===== src/rtl/fetch_queue_pkg.sv =====
// Shared types for the instruction prefetch queue: word/entry layout and FSM encoding.
package fetch_queue_pkg;

  localparam int WORD_W = 16;

  typedef logic [WORD_W-1:0] word_t;

  typedef enum logic [1:0] {
    FQ_IDLE  = 2'd0,
    FQ_WAIT  = 2'd1,
    FQ_STALE = 2'd2
  } fq_state_e;

  typedef struct packed {
    word_t word;
    word_t pc;
  } fq_entry_t;

endpackage


===== src/rtl/fetch_fifo.sv =====
// Ring buffer of {word, pc} entries; flush wins over push and pop.
module fetch_fifo
  import fetch_queue_pkg::*;
#(
  parameter int DEPTH = 4,
  parameter int PTR_W = 2
) (
  input  logic             clk,
  input  logic             reset,
  input  logic             i_push,
  input  fq_entry_t        i_entry,
  input  logic             i_pop,
  input  logic             i_flush,
  output fq_entry_t        o_head,
  output logic [PTR_W:0]   o_count
);

  fq_entry_t        r_mem [DEPTH];
  logic [PTR_W-1:0] r_wptr;
  logic [PTR_W-1:0] r_rptr;
  logic [PTR_W:0]   r_count;

  always_ff @(posedge clk or posedge reset) begin
    if (reset) begin
      for (int i = 0; i < DEPTH; i++) r_mem[i] <= '0;
      r_wptr  <= '0;
      r_rptr  <= '0;
      r_count <= '0;
    end else if (i_flush) begin
      r_wptr  <= '0;
      r_rptr  <= '0;
      r_count <= '0;
    end else begin
      // When full, push and pop share a slot: the head is read before this write lands.
      if (i_push) begin
        r_mem[r_wptr] <= i_entry;
        r_wptr        <= r_wptr + 1'b1;
      end
      if (i_pop) r_rptr <= r_rptr + 1'b1;
      if (i_push && !i_pop)      r_count <= r_count + 1'b1;
      else if (!i_push && i_pop) r_count <= r_count - 1'b1;
    end
  end

  assign o_head  = r_mem[r_rptr];
  assign o_count = r_count;

endmodule


===== src/rtl/fetch_queue.sv =====
// Instruction prefetch stage: single-outstanding memory fetch feeding a small FIFO towards decode.
module fetch_queue
  import fetch_queue_pkg::*;
#(
  parameter int          DEPTH    = 4,
  parameter int          PTR_W    = 2,
  parameter logic [15:0] RESET_PC = 16'h0000
) (
  input  logic             clk,
  input  logic             reset,
  output logic             mem_req,
  output logic [15:0]      mem_addr,
  input  logic             mem_ack,
  input  logic [15:0]      mem_data,
  output logic             ir_valid,
  output logic [15:0]      ir,
  output logic [15:0]      ir_pc,
  input  logic             ir_ready,
  input  logic             redirect,
  input  logic [15:0]      redirect_pc,
  input  logic             halt,
  output logic             busy,
  output fq_state_e        dbg_state,
  output logic [PTR_W:0]   dbg_count
);

  localparam logic [PTR_W:0] DEPTH_C = DEPTH[PTR_W:0];

  fq_state_e      r_state;
  fq_state_e      w_state_next;
  logic           r_mem_req;
  word_t          r_mem_addr;
  word_t          r_fetch_pc;
  logic           w_ack;
  logic           w_push;
  logic           w_pop;
  logic           w_issue;
  logic [PTR_W:0] w_count;
  logic [PTR_W:0] w_count_next;
  fq_entry_t      w_head;

  // Decode handshake: an entry transfers on a rising edge where ir_valid && ir_ready;
  // ir_valid never depends on ir_ready, and a redirect in that cycle cancels the transfer.
  assign w_ack        = mem_ack && (r_state != FQ_IDLE);
  assign w_push       = w_ack && (r_state == FQ_WAIT) && !redirect;
  assign w_pop        = (w_count != '0) && ir_ready && !redirect;
  assign w_count_next = w_count + {{PTR_W{1'b0}}, w_push} - {{PTR_W{1'b0}}, w_pop};
  // Issuing only while a slot remains guarantees the in-flight word can always be stored.
  assign w_issue      = ((r_state == FQ_IDLE) || w_ack) && !halt && !redirect &&
                        (w_count_next < DEPTH_C);

  always_comb begin
    w_state_next = r_state;
    if (redirect) begin
      if (w_ack || (r_state == FQ_IDLE)) w_state_next = FQ_IDLE;
      else                               w_state_next = FQ_STALE;
    end else begin
      case (r_state)
        FQ_IDLE:           if (w_issue) w_state_next = FQ_WAIT;
        FQ_WAIT, FQ_STALE: if (w_ack)   w_state_next = w_issue ? FQ_WAIT : FQ_IDLE;
        default:           w_state_next = FQ_IDLE;
      endcase
    end
  end

  always_ff @(posedge clk or posedge reset) begin
    if (reset) begin
      r_state    <= FQ_IDLE;
      r_mem_req  <= 1'b0;
      r_mem_addr <= RESET_PC;
      r_fetch_pc <= RESET_PC;
    end else begin
      r_state <= w_state_next;
      if (w_issue) begin
        r_mem_req  <= 1'b1;
        r_mem_addr <= r_fetch_pc;
        r_fetch_pc <= r_fetch_pc + 16'd1;
      end else if (w_ack) begin
        r_mem_req  <= 1'b0;
      end
      if (redirect) r_fetch_pc <= redirect_pc;
    end
  end

  fetch_fifo #(
    .DEPTH (DEPTH),
    .PTR_W (PTR_W)
  ) u_fifo (
    .clk     (clk),
    .reset   (reset),
    .i_push  (w_push),
    .i_entry ({mem_data, r_mem_addr}),
    .i_pop   (w_pop),
    .i_flush (redirect),
    .o_head  (w_head),
    .o_count (w_count)
  );

  assign mem_req   = r_mem_req;
  assign mem_addr  = r_mem_addr;
  assign ir_valid  = (w_count != '0);
  assign ir        = w_head.word;
  assign ir_pc     = w_head.pc;
  assign busy      = (r_state != FQ_IDLE);
  assign dbg_state = r_state;
  assign dbg_count = w_count;

endmodule


===== config.mk =====
export PLATFORM = sky130hd
export DESIGN_NAME = fetch_queue
export DESIGN_NICKNAME = d
export VERILOG_FILES = /design/src/rtl/fetch_queue_pkg.sv /design/src/rtl/fetch_fifo.sv /design/src/rtl/fetch_queue.sv
export SDC_FILE = /design/constraint.sdc
export NUM_CORES = 1
export LEC_CHECK = 0
export BUFFER_PORTS_ARGS = -buffer_cell sky130_fd_sc_hd__buf_2
export CORE_ASPECT_RATIO = 0.75
export CORE_MARGIN = 2
export CORE_UTILIZATION = 54
export CTS_BUF_LIST = sky130_fd_sc_hd__clkbuf_8
export DETAILED_ROUTE_END_ITERATION = 8
export GPL_ROUTABILITY_DRIVEN = 0
export HOLD_SLACK_MARGIN = 0.08
export PLACE_DENSITY = 0.78
export SLEW_MARGIN = 25
export SYNTH_ARGS = -nofsm -noshare
export SYNTH_HDL_FRONTEND = slang
export SYNTH_SLANG_ARGS = --single-unit

===== constraint.sdc =====
create_clock -name clk -period 4.9 [get_ports clk]
set_clock_uncertainty 0.1 [all_clocks]
set_input_delay 0.245 -clock clk [delete_from_list [all_inputs] [get_ports clk]]
set_output_delay 0.245 -clock clk [all_outputs]
set_load 0.05 [all_outputs]

==> flow_summary.json, run 1 <==
{
  "antenna_left": 0,
  "fin_nets": 738,
  "hold_viol": 0,
  "grt_pass1_wl_mm": 26.81,
  "via_count": 5009,
  "busiest_layer": "met2",
  "p_sw_mw": 1.693,
  "seqCellArea_mm2": 0.004255,
  "most-common-layout-cells": "dfrtp_1, mux2_2, buf_2, nand2_1, dlygate4sd3_1",
  "clk_path_buf_depth": 2,
  "grtUsageMet3": 0.05783,
  "path_cells": "inv_1 -> ha_1 -> nor2b_1 -> nand2_1 -> nor2_1 -> inv_1 -> ha_1 -> inv_1 -> ha_1 -> nand3b_1 -> a21oi_1 -> or3_1 -> buf_4 -> or4_1 -> o211ai_1",
  "setup_tns_ns": 0,
  "cts_made_buffers": 17,
  "max_freq_mhz": 247.7,
  "drv_cap": 0,
  "critPathKind": "reg2reg",
  "drc": 0,
  "wl_per_cell_um": 18.82,
  "crit_slowest_cell": "or3_1",
  "cts_resized": 0,
  "crit_path_max_fanout": 17,
  "seqPwrFrac": 0.428,
  "hold_class": "in2reg",
  "required_ns": 5.16,
  "synth_edf_count": 0,
  "synth_cell_types": 39,
  "drt_iter0_drc": 438,
  "final_area_mm2": 0.009114,
  "core_area_mm2": 0.01384,
  "worst_hold_slack_ns": 0.1811,
  "die_h_um": 107.5,
  "via_per_inst": 5.718,
  "intPower_mw": 2.472,
  "die_area_mm2": 0.01526,
  "n_antenna_cell": 0,
  "swShare": 0.4065,
  "seq_area_frac_synth": 0.5516,
  "end_kind": "flip-flop",
  "p_leak_nw": 4.546,
  "synth-main-ff-cell": "dfrtp_1",
  "netlist_area_mm2": 0.007712,
  "cts-htree-levels": 4,
  "dpl_cell_area_mm2": 0.008359,
  "yosysWarnings": 0,
  "multi_input_area_mm2": 0.003253,
  "clkTransAtPathRegs_ns": 0.10,
  "numPortBuffers": 93,
  "slew_headroom": 0.3949,
  "grt_overflow_total": 0,
  "grt_pass1_vias": 5206,
  "grt_max_degree": 171,
  "final_common_cell": "dfrtp_1",
  "syn_area_per_cell_um2": 13.75,
  "drive_gt1_frac": 0.4337,
  "detailed_place_hpwl_mm": 10.52,
  "p_per_area_mw_per_mm2": 457.0,
  "cp.arrival_ns": 4.30,
  "grt_usage": 0.2316,
  "p_comb_frac": 0.333,
  "cts_sinks": 170,
  "power_frac_clock": 0.239,
  "drv_slew": 0,
  "syn_inst": 561,
  "first_pass_iters": 4,
  "crit_path_start_kind": "flip-flop",
  "synthToLayoutAreaGrowth_pct": 18.17,
  "start_util": 0.5572,
  "drt-total-wl_mm": 16.49,
  "synthArstFlopShare": 1.000,
  "ys_ff_latch": 170,
  "tightest_slew_ns": 0.9077,
  "clk_latency_ns": 0.45,
  "period_share": 0.8238,
  "finalSetupViolations": 0,
  "cp_slowest_stage_delay_ns": 0.59,
  "status": "finished, final reports clean",
  "io_pins": 94,
  "rows": 37,
  "die_w_um": 142.0,
  "p_total_mw": 4.165,
  "cts_tree": "done",
  "antenna_found_initial": 0,
  "layout_min_cycle_time_ns": 4.036,
  "cts_root_buf": "clkbuf_8",
  "grt_util_met2": 0.3792,
  "synth_nets": 611,
  "use_met1": 0.3118,
  "num-fill-cells": 1004,
  "vdd_drop_max_uv": 282.1,
  "rsz0062_at_grt": "no"
}
==> metal layers <==
layer  routed length, um  part of all wire
met1                7392              0.45
met2                8146              0.49
met3                 800             0.049
met4                 146            0.0089
met5                   0                 0
==> cells by family after synthesis <==
family,synth area share
AO/OA/AOI/OAI,0.04299
buffers and inverters,0.02725
multiplexers,0.2816
adder cells (fa/ha/maj),0.02044
XOR/XNOR,0.009085
AND/OR/NAND/NOR,0.06700
flip-flops,0.5516
==> cell type report <==
cell class,instances,share of cell area
clock buffers,18,0.02718
clock inverters,14,0.01716
inverters,18,0.007825
multi-input cells,342,0.3569
flip-flops and latches,170,0.4669
well taps,175,0.02403
repair buffers,139,0.09995
==> through the flow <==
stage          instances    util  worst slack (ns)
2_1_floorplan        561       -             1.350
3_3_place_gp         809  0.6039             1.180
3_5_place_dp         809  0.6039            0.9399
4_1_cts              876  0.6584            0.8663
5_1_grt              876  0.6584            0.6744
6_report             876  0.6584            0.8636
==> power by group through the flow <==
stage	Combinational (mW)	Sequential, mW	Clock [mW]
2_1_floorplan	0.873	1.96	0
3_3_place_gp	1.35	1.79	0
3_5_place_dp	1.37	1.81	0
4_1_cts	1.40	1.78	1.02
5_1_grt	1.47	1.81	1.09
6_report	1.39	1.78	0.996
==> what timing repair did <==
item / CTS / global route
hold buffers: 35 / 0
setup buffers: 0 / 0
endpoints found under the hold margin: 254 / 0
setup endpoints to repair: 0 / 0
==> path summary, 6_finish.rpt <==
kind	slack, ns	depth (start not counted)	from	end
min in group asynchronous	0.49	4	reset	u_fifo.r_mem[59]
worst min-delay path	0.18	2	redirect	u_fifo.o_count[2]
worst min register to register	0.41	2	mem_req	mem_req
worst max register to register	0.86	15	dbg_state[0]	r_fetch_pc[3]
max in group asynchronous	3.47	4	reset	u_fifo.r_rptr[0]
worst max-delay path	0.86	15	dbg_state[0]	r_fetch_pc[3]
==> worst max-delay path, delay by kind of cell, from the launching register on <==
kind                       cells  cell delay [ns]
DFF                            1             0.45
AOI/OAI and AO/OA              2             0.25
buffers and inverters          4             0.52
and+or+nand+nor                6             1.89
adders and majority gates      3             0.73
==> sequential cells by signal, indices dropped and copies added, names as in the netlist <==
signal	flops
u_fifo.r_rptr	2
mem_req	1
r_fetch_pc	16
dbg_state	2
u_fifo.r_mem	128
u_fifo.r_wptr	2
u_fifo.o_count	3
mem_addr	16
==> Yosys cell counts, types with 2 or more instances <==
cell | n | share of area
nand4_1 | 2 | 0.0016
a22oi_1 | 3 | 0.0029
a21oi_1 | 2 | 0.0013
xor2_1 | 2 | 0.0023
ha_1 | 11 | 0.018
buf_1 | 3 | 0.0015
inv_1 | 18 | 0.0088
clkbuf_1 | 7 | 0.0034
buf_2 | 20 | 0.013
nor3_1 | 6 | 0.0039
o211ai_1 | 2 | 0.0019
mux2_2 | 128 | 0.19
a21boi_0 | 3 | 0.0029
dfrtp_1 | 170 | 0.55
nand2_1 | 60 | 0.029
nor2_1 | 15 | 0.0073
a21bo_2 | 3 | 0.0039
o21ai_0 | 20 | 0.013
xnor2_1 | 6 | 0.0068
nand3_1 | 13 | 0.0084
mux4_2 | 32 | 0.093
nor3b_1 | 4 | 0.0039
a221o_1 | 9 | 0.012
nor4_1 | 4 | 0.0032
or3_1 | 3 | 0.0024
o31a_1 | 2 | 0.0023
No activity file was read; power rests on OpenSTA's default activity.
==> run 2: changes to the inputs <==
--- a/config.mk
+++ b/config.mk
@@ -8,12 +8,12 @@
 export BUFFER_PORTS_ARGS = -buffer_cell sky130_fd_sc_hd__buf_2
 export CORE_ASPECT_RATIO = 0.75
 export CORE_MARGIN = 2
-export CORE_UTILIZATION = 54
+export CORE_UTILIZATION = 55
 export CTS_BUF_LIST = sky130_fd_sc_hd__clkbuf_8
 export DETAILED_ROUTE_END_ITERATION = 8
 export GPL_ROUTABILITY_DRIVEN = 0
 export HOLD_SLACK_MARGIN = 0.08
-export PLACE_DENSITY = 0.78
+export PLACE_DENSITY = 0.76
 export SLEW_MARGIN = 25
 export SYNTH_ARGS = -nofsm -noshare
 export SYNTH_HDL_FRONTEND = slang
==> constraint.sdc (replaced) <==
create_clock -name clk -period 3.88 [get_ports clk]
set_clock_uncertainty 0.1 [all_clocks]
set_input_delay 0.194 -clock clk [delete_from_list [all_inputs] [get_ports clk]]
set_output_delay 0.194 -clock clk [all_outputs]
set_load 0.05 [all_outputs]
==> flow_summary.json, run 2 (synthesis results as in run 1) <==
{
  "status": "finished, final reports clean",
  "die_area_mm2": 0.01500,
  "crit_path_max_fanout": 20,
  "slew_headroom": 0.5859,
  "crit_family": "simple AND/OR/NAND/NOR gates",
  "finalSetupViolations": 0,
  "cts_sinks": 170,
  "synthToLayoutAreaGrowth_pct": 18.56,
  "vdd_drop_max_uv": 406.2,
  "clk_latency_ns": 0.45,
  "most-common-layout-cells": "dfrtp_1, mux2_2, buf_2, nand2_1, dlygate4sd3_1",
  "layout_min_cycle_time_ns": 3.588,
  "setup_tns_ns": 0,
  "drc": 0,
  "p_leak_nw": 4.573,
  "wl_per_cell_um": 18.66,
  "path_buf_inv": 4,
  "drive_gt1_frac": 0.4359,
  "p_total_mw": 5.246,
  "regMostFlops": "u_fifo.r_mem",
  "p_per_area_mw_per_mm2": 573.7,
  "n_antenna_cell": 0,
  "final_cell_count_no_fill": 877,
  "via_count": 5024,
  "drt_iter0_drc": 246,
  "die_w_um": 140.7,
  "clkTransAtPathRegs_ns": 0.08,
  "end_kind": "flip-flop",
  "numPortBuffers": 93,
  "first_pass_iters": 4,
  "fin_nets": 742,
  "final_common_cell": "dfrtp_1",
  "drv_slew": 0,
  "hold_class": "in2reg",
  "largest_register_ff_count": 128,
  "cts-htree-levels": 4,
  "path_cells": "inv_1 -> ha_1 -> nor2b_1 -> nand2_1 -> nor2_4 -> inv_1 -> ha_1 -> inv_1 -> ha_1 -> nand3b_1 -> a21oi_1 -> or3_4 -> buf_4 -> o21ai_0 -> a221o_1",
  "dp_slack_ns": 0.1341,
  "core_area_mm2": 0.01370,
  "grt_pass1_vias": 5183,
  "period_share": 0.9248,
  "start_util": 0.5628,
  "via_per_inst": 5.729,
  "cts_root_buf": "clkbuf_8",
  "grt_pass1_wl_mm": 26.92,
  "die_h_um": 106.6,
  "drv_cap": 0,
  "cp_slowest_stage_delay_ns": 0.47,
  "cp.arrival_ns": 3.83,
  "crit_slowest_cell": "dfrtp_1",
  "rsz0062_at_grt": "no",
  "antenna_left": 0,
  "worst_hold_slack_ns": 0.1434,
  "required_ns": 4.12,
  "worst_slack_ns": 0.2919,
  "max_freq_mhz": 278.7,
  "grt_usage": 0.2335,
  "drt-total-wl_mm": 16.36,
  "cts_tree": "done",
  "critPathKind": "reg2reg",
  "crit_path_start_kind": "flip-flop",
  "clk_path_buf_depth": 2,
  "cts_made_buffers": 17,
  "io_pins": 94,
  "hold_viol": 0,
  "detailed_place_hpwl_mm": 10.55,
  "place_inst": 813,
  "grt_overflow_total": 0,
  "rows": 37,
  "grt_max_degree": 78,
  "antenna_found_initial": 0,
  "num-fill-cells": 1003,
  "tightest_slew_ns": 0.6198
}
==> run 2: cell types whose count changed in the layout (fill, tap and decap cells not counted), moves of 2 or more <==
cell / change
buf_4: +4
clkbuf_8: +3
clkinv_2: +3
clkinvlp_4: -2
inv_6: -4
inv_8: -3
==> run 2: layout make-up <==
cell class                      count  area (um2)  share of cell area
Sequential cell                   170        4255              0.4654
Tap cell                          175       219.0             0.02395
Clock buffer                       21       289.0             0.03161
Inverter                           18       71.32            0.007800
Timing Repair Buffer              143       940.9              0.1029
Clock inverter                      8       96.34             0.01054
Multi-Input combinational cell    342        3272              0.3578
==> run 2: report_power, final <==
group          internal (mW)  leakage [nW]  switching (mW)
registers               2.02          2.31           0.237
clock network          0.626         0.205           0.595
logic                  0.559          2.06            1.21
total                   3.20          4.57            2.04
==> run 2: path summary, 6_finish.rpt <==
path / startpoint / end / slack, ns / cells past startpoint
setup reg to reg: dbg_state[0] / r_fetch_pc[5] / 0.29 / 15
setup / recovery: dbg_state[0] / r_fetch_pc[5] / 0.29 / 15
hold reg to reg: u_fifo.r_mem[100] / u_fifo.r_mem[100] / 0.41 / 1
min in group asynchronous: reset / u_fifo.r_mem[98] / 0.26 / 3
hold / removal: redirect / u_fifo.r_mem[9] / 0.14 / 4
max in group asynchronous: reset / u_fifo.r_mem[119] / 2.57 / 4
==> run 2: layer usage <==
metal  vias to the layer above  track usage  share of wire
li1                       2285            -              -
met3                        22      0.05045          0.048
met4                         0      0.08357          0.020
met1                      2572       0.3297           0.46
met5                         -            0              0
met2                       145       0.3631           0.48
==> run 2: per-stage QoR <==
| step | util | area [um2] |
|---|---|---|
| after floorplan | - | 7716 |
| after global routing | 0.6673 | 9144 |
| final | 0.6673 | 9144 |
| after detailed placement | 0.6122 | 8389 |
| after global placement | 0.6122 | 8389 |
| after CTS | 0.6659 | 9125 |
==> run 2: what timing repair did <==
action	4_1_cts	5_1_grt
setup buffers	0	0
endpoints found under the hold margin	111	0
hold buffers	35	0
endpoints found under the setup margin	0	31
resized for setup	0	4
==> run 2: tightest hold or removal path: stages <==
cell,delay (ns)
buf_2,0.12
nor2_4,0.06
nand2_1,0.12
mux2_2,0.16
==> run 3: changes to the inputs <==
--- a/config.mk
+++ b/config.mk
@@ -6,14 +6,16 @@
 export NUM_CORES = 1
 export LEC_CHECK = 0
 export BUFFER_PORTS_ARGS = -buffer_cell sky130_fd_sc_hd__buf_2
+export CELL_PAD_IN_SITES_DETAIL_PLACEMENT = 1
+export CELL_PAD_IN_SITES_GLOBAL_PLACEMENT = 2
 export CORE_ASPECT_RATIO = 0.75
 export CORE_MARGIN = 2
-export CORE_UTILIZATION = 55
+export CORE_UTILIZATION = 42
 export CTS_BUF_LIST = sky130_fd_sc_hd__clkbuf_8
 export DETAILED_ROUTE_END_ITERATION = 8
 export GPL_ROUTABILITY_DRIVEN = 0
 export HOLD_SLACK_MARGIN = 0.08
-export PLACE_DENSITY = 0.76
+export PLACE_DENSITY_LB_ADDON = 0.1
 export SLEW_MARGIN = 25
 export SYNTH_ARGS = -nofsm -noshare
 export SYNTH_HDL_FRONTEND = slang
==> flow_summary.json, run 3 (synthesis results as in run 1) <==
{
  "status": "finished, final reports clean",
  "grt_pass1_vias": 5589,
  "synthToLayoutAreaGrowth_pct": 19.48,
  "r2r_start": "dbg_state[0]",
  "drt-total-wl_mm": 18.70,
  "p_per_area_mw_per_mm2": 580.6,
  "num-fill-cells": 1833,
  "drc": 0,
  "die_area_mm2": 0.01947,
  "end_kind": "flip-flop",
  "cts_sinks": 170,
  "final_common_cell": "dfrtp_1",
  "clkTransAtPathRegs_ns": 0.09,
  "regMostFlops": "u_fifo.r_mem",
  "finalSetupViolations": 0,
  "drive_gt1_frac": 0.4386,
  "postCtsSetupBuffers": 0,
  "vdd_drop_max_uv": 329.5,
  "rr_worst_depth": 15,
  "max_freq_mhz": 286.4,
  "hold_end": "r_fetch_pc[6]",
  "reg2reg_slack_ns": 0.39,
  "cts_made_buffers": 17,
  "cts-htree-levels": 4,
  "tightest_slew_ns": 1.010,
  "numPortBuffers": 93,
  "largest_register_ff_count": 128,
  "via_per_inst": 5.382,
  "drt_iter0_drc": 211,
  "start_util": 0.4329,
  "clk_path_buf_depth": 2,
  "antenna_left": 0,
  "hold_class": "in2reg",
  "grt_overflow_total": 0,
  "crit_path_start_kind": "flip-flop",
  "critPathKind": "reg2reg",
  "drv_slew": 0,
  "detailed_place_hpwl_mm": 11.86,
  "min_from": "halt",
  "drv_cap": 0,
  "fin_nets": 737,
  "layout_min_cycle_time_ns": 3.492,
  "core_area_mm2": 0.01781,
  "p_leak_nw": 4.550,
  "grt_pass1_wl_mm": 31.07,
  "antenna_found_initial": 0,
  "most-common-layout-cells": "dfrtp_1, mux2_2, buf_2, nand2_1, dlygate4sd3_1",
  "worstReg2RegEnd": "dbg_state[0]",
  "via_count": 5070,
  "setup_tns_ns": 0,
  "n_antenna_cell": 0,
  "clk_latency_ns": 0.46,
  "cp.arrival_ns": 3.77,
  "utilization": 0.5173,
  "p_total_mw": 5.351,
  "slew_headroom": 0.3240,
  "hold_viol": 0,
  "first_pass_iters": 4,
  "cts_root_buf": "clkbuf_8",
  "period_share": 0.9000,
  "grt_usage": 0.2084,
  "grt_max_degree": 171,
  "rows": 42,
  "wl_per_cell_um": 19.85,
  "die_h_um": 121.4,
  "rsz0062_at_grt": "no",
  "required_ns": 4.16,
  "multi_input_area_mm2": 0.003268,
  "io_pins": 94,
  "crit_path_max_fanout": 10,
  "die_w_um": 160.5,
  "seqCellArea_mm2": 0.004257,
  "cts_tree": "done",
  "min_path_cells": 6
}
## run 3: changes by cell type in the layout (fill, tap and decap cells not counted), moves of 2 or more
cell        previous run  this run
nand2_1               60        56
inv_6                  0         4
clkinvlp_4             1         4
clkinv_2               3         1
buf_4                 14         8
nand2_2                0         4
## run 3: layer usage
layer | up-vias | GRT usage | share of wire
li1 | 2275 | - | -
met1 | 2687 | 0.2846 | 0.47
met2 | 90 | 0.3376 | 0.48
met3 | 18 | 0.05126 | 0.042
met4 | 0 | 0.05124 | 0.011
met5 | - | 0 | 0
## run 3: cell type report
type / instances / share of cell area
inverter: 18 / 0.007739
tap: 242 / 0.03286
sequential: 170 / 0.4619
timing repair buffer: 138 / 0.09830
clock buffer: 20 / 0.02987
multi-input combinational: 342 / 0.3546
clock inverter: 12 / 0.01466
## run 3: worst max-delay path: stages (launching register included)
cell	delay, ns
dfrtp_1	0.44
inv_1	0.07
ha_1	0.27
nor2b_1	0.22
nand2_1	0.13
nor2_1	0.17
inv_1	0.07
ha_1	0.25
inv_1	0.07
ha_1	0.22
nand3b_1	0.10
a21oi_1	0.13
or3_4	0.45
buf_4	0.20
or3_1	0.36
a31oi_1	0.17
## run 3: worst max-delay path by stage
stage                      start             to  cells past startpoint
floorplan           dbg_state[0]  r_fetch_pc[3]                     15
global route        dbg_state[0]   dbg_state[0]                     15
global placement    dbg_state[0]   dbg_state[0]                     15
CTS                 dbg_state[0]   dbg_state[0]                     15
finish              dbg_state[0]   dbg_state[0]                     15
detailed placement  dbg_state[0]   dbg_state[0]                     15
## run 3: through the flow
step	area [um2]	worst slack, ns	hold WS (ns)	std cells
2_1_floorplan	7716	0.3304	0.2038	561
3_3_place_gp	8439	0.4671	0.3014	874
3_5_place_dp	8439	0.3165	0.3081	874
4_1_cts	9210	0.2789	0.2647	942
5_1_grt	9215	0.1059	0.3538	942
6_report	9215	0.3880	0.2945	942
## run 3: report_power, final
group | internal, mW | leakage (nW) | switching, mW | total, mW
clock network | 0.629 | 0.204 | 0.668 | 1.30
logic | 0.557 | 2.04 | 1.22 | 1.78
registers | 2.02 | 2.31 | 0.258 | 2.27
total | 3.20 | 4.55 | 2.15 | 5.35
## run 3: what timing repair did
action | in CTS | in global routing
setup endpoints to repair | 0 | 1
hold buffers | 36 | 0
hold endpoints to repair | 257 | 0
resized for setup | 0 | 1
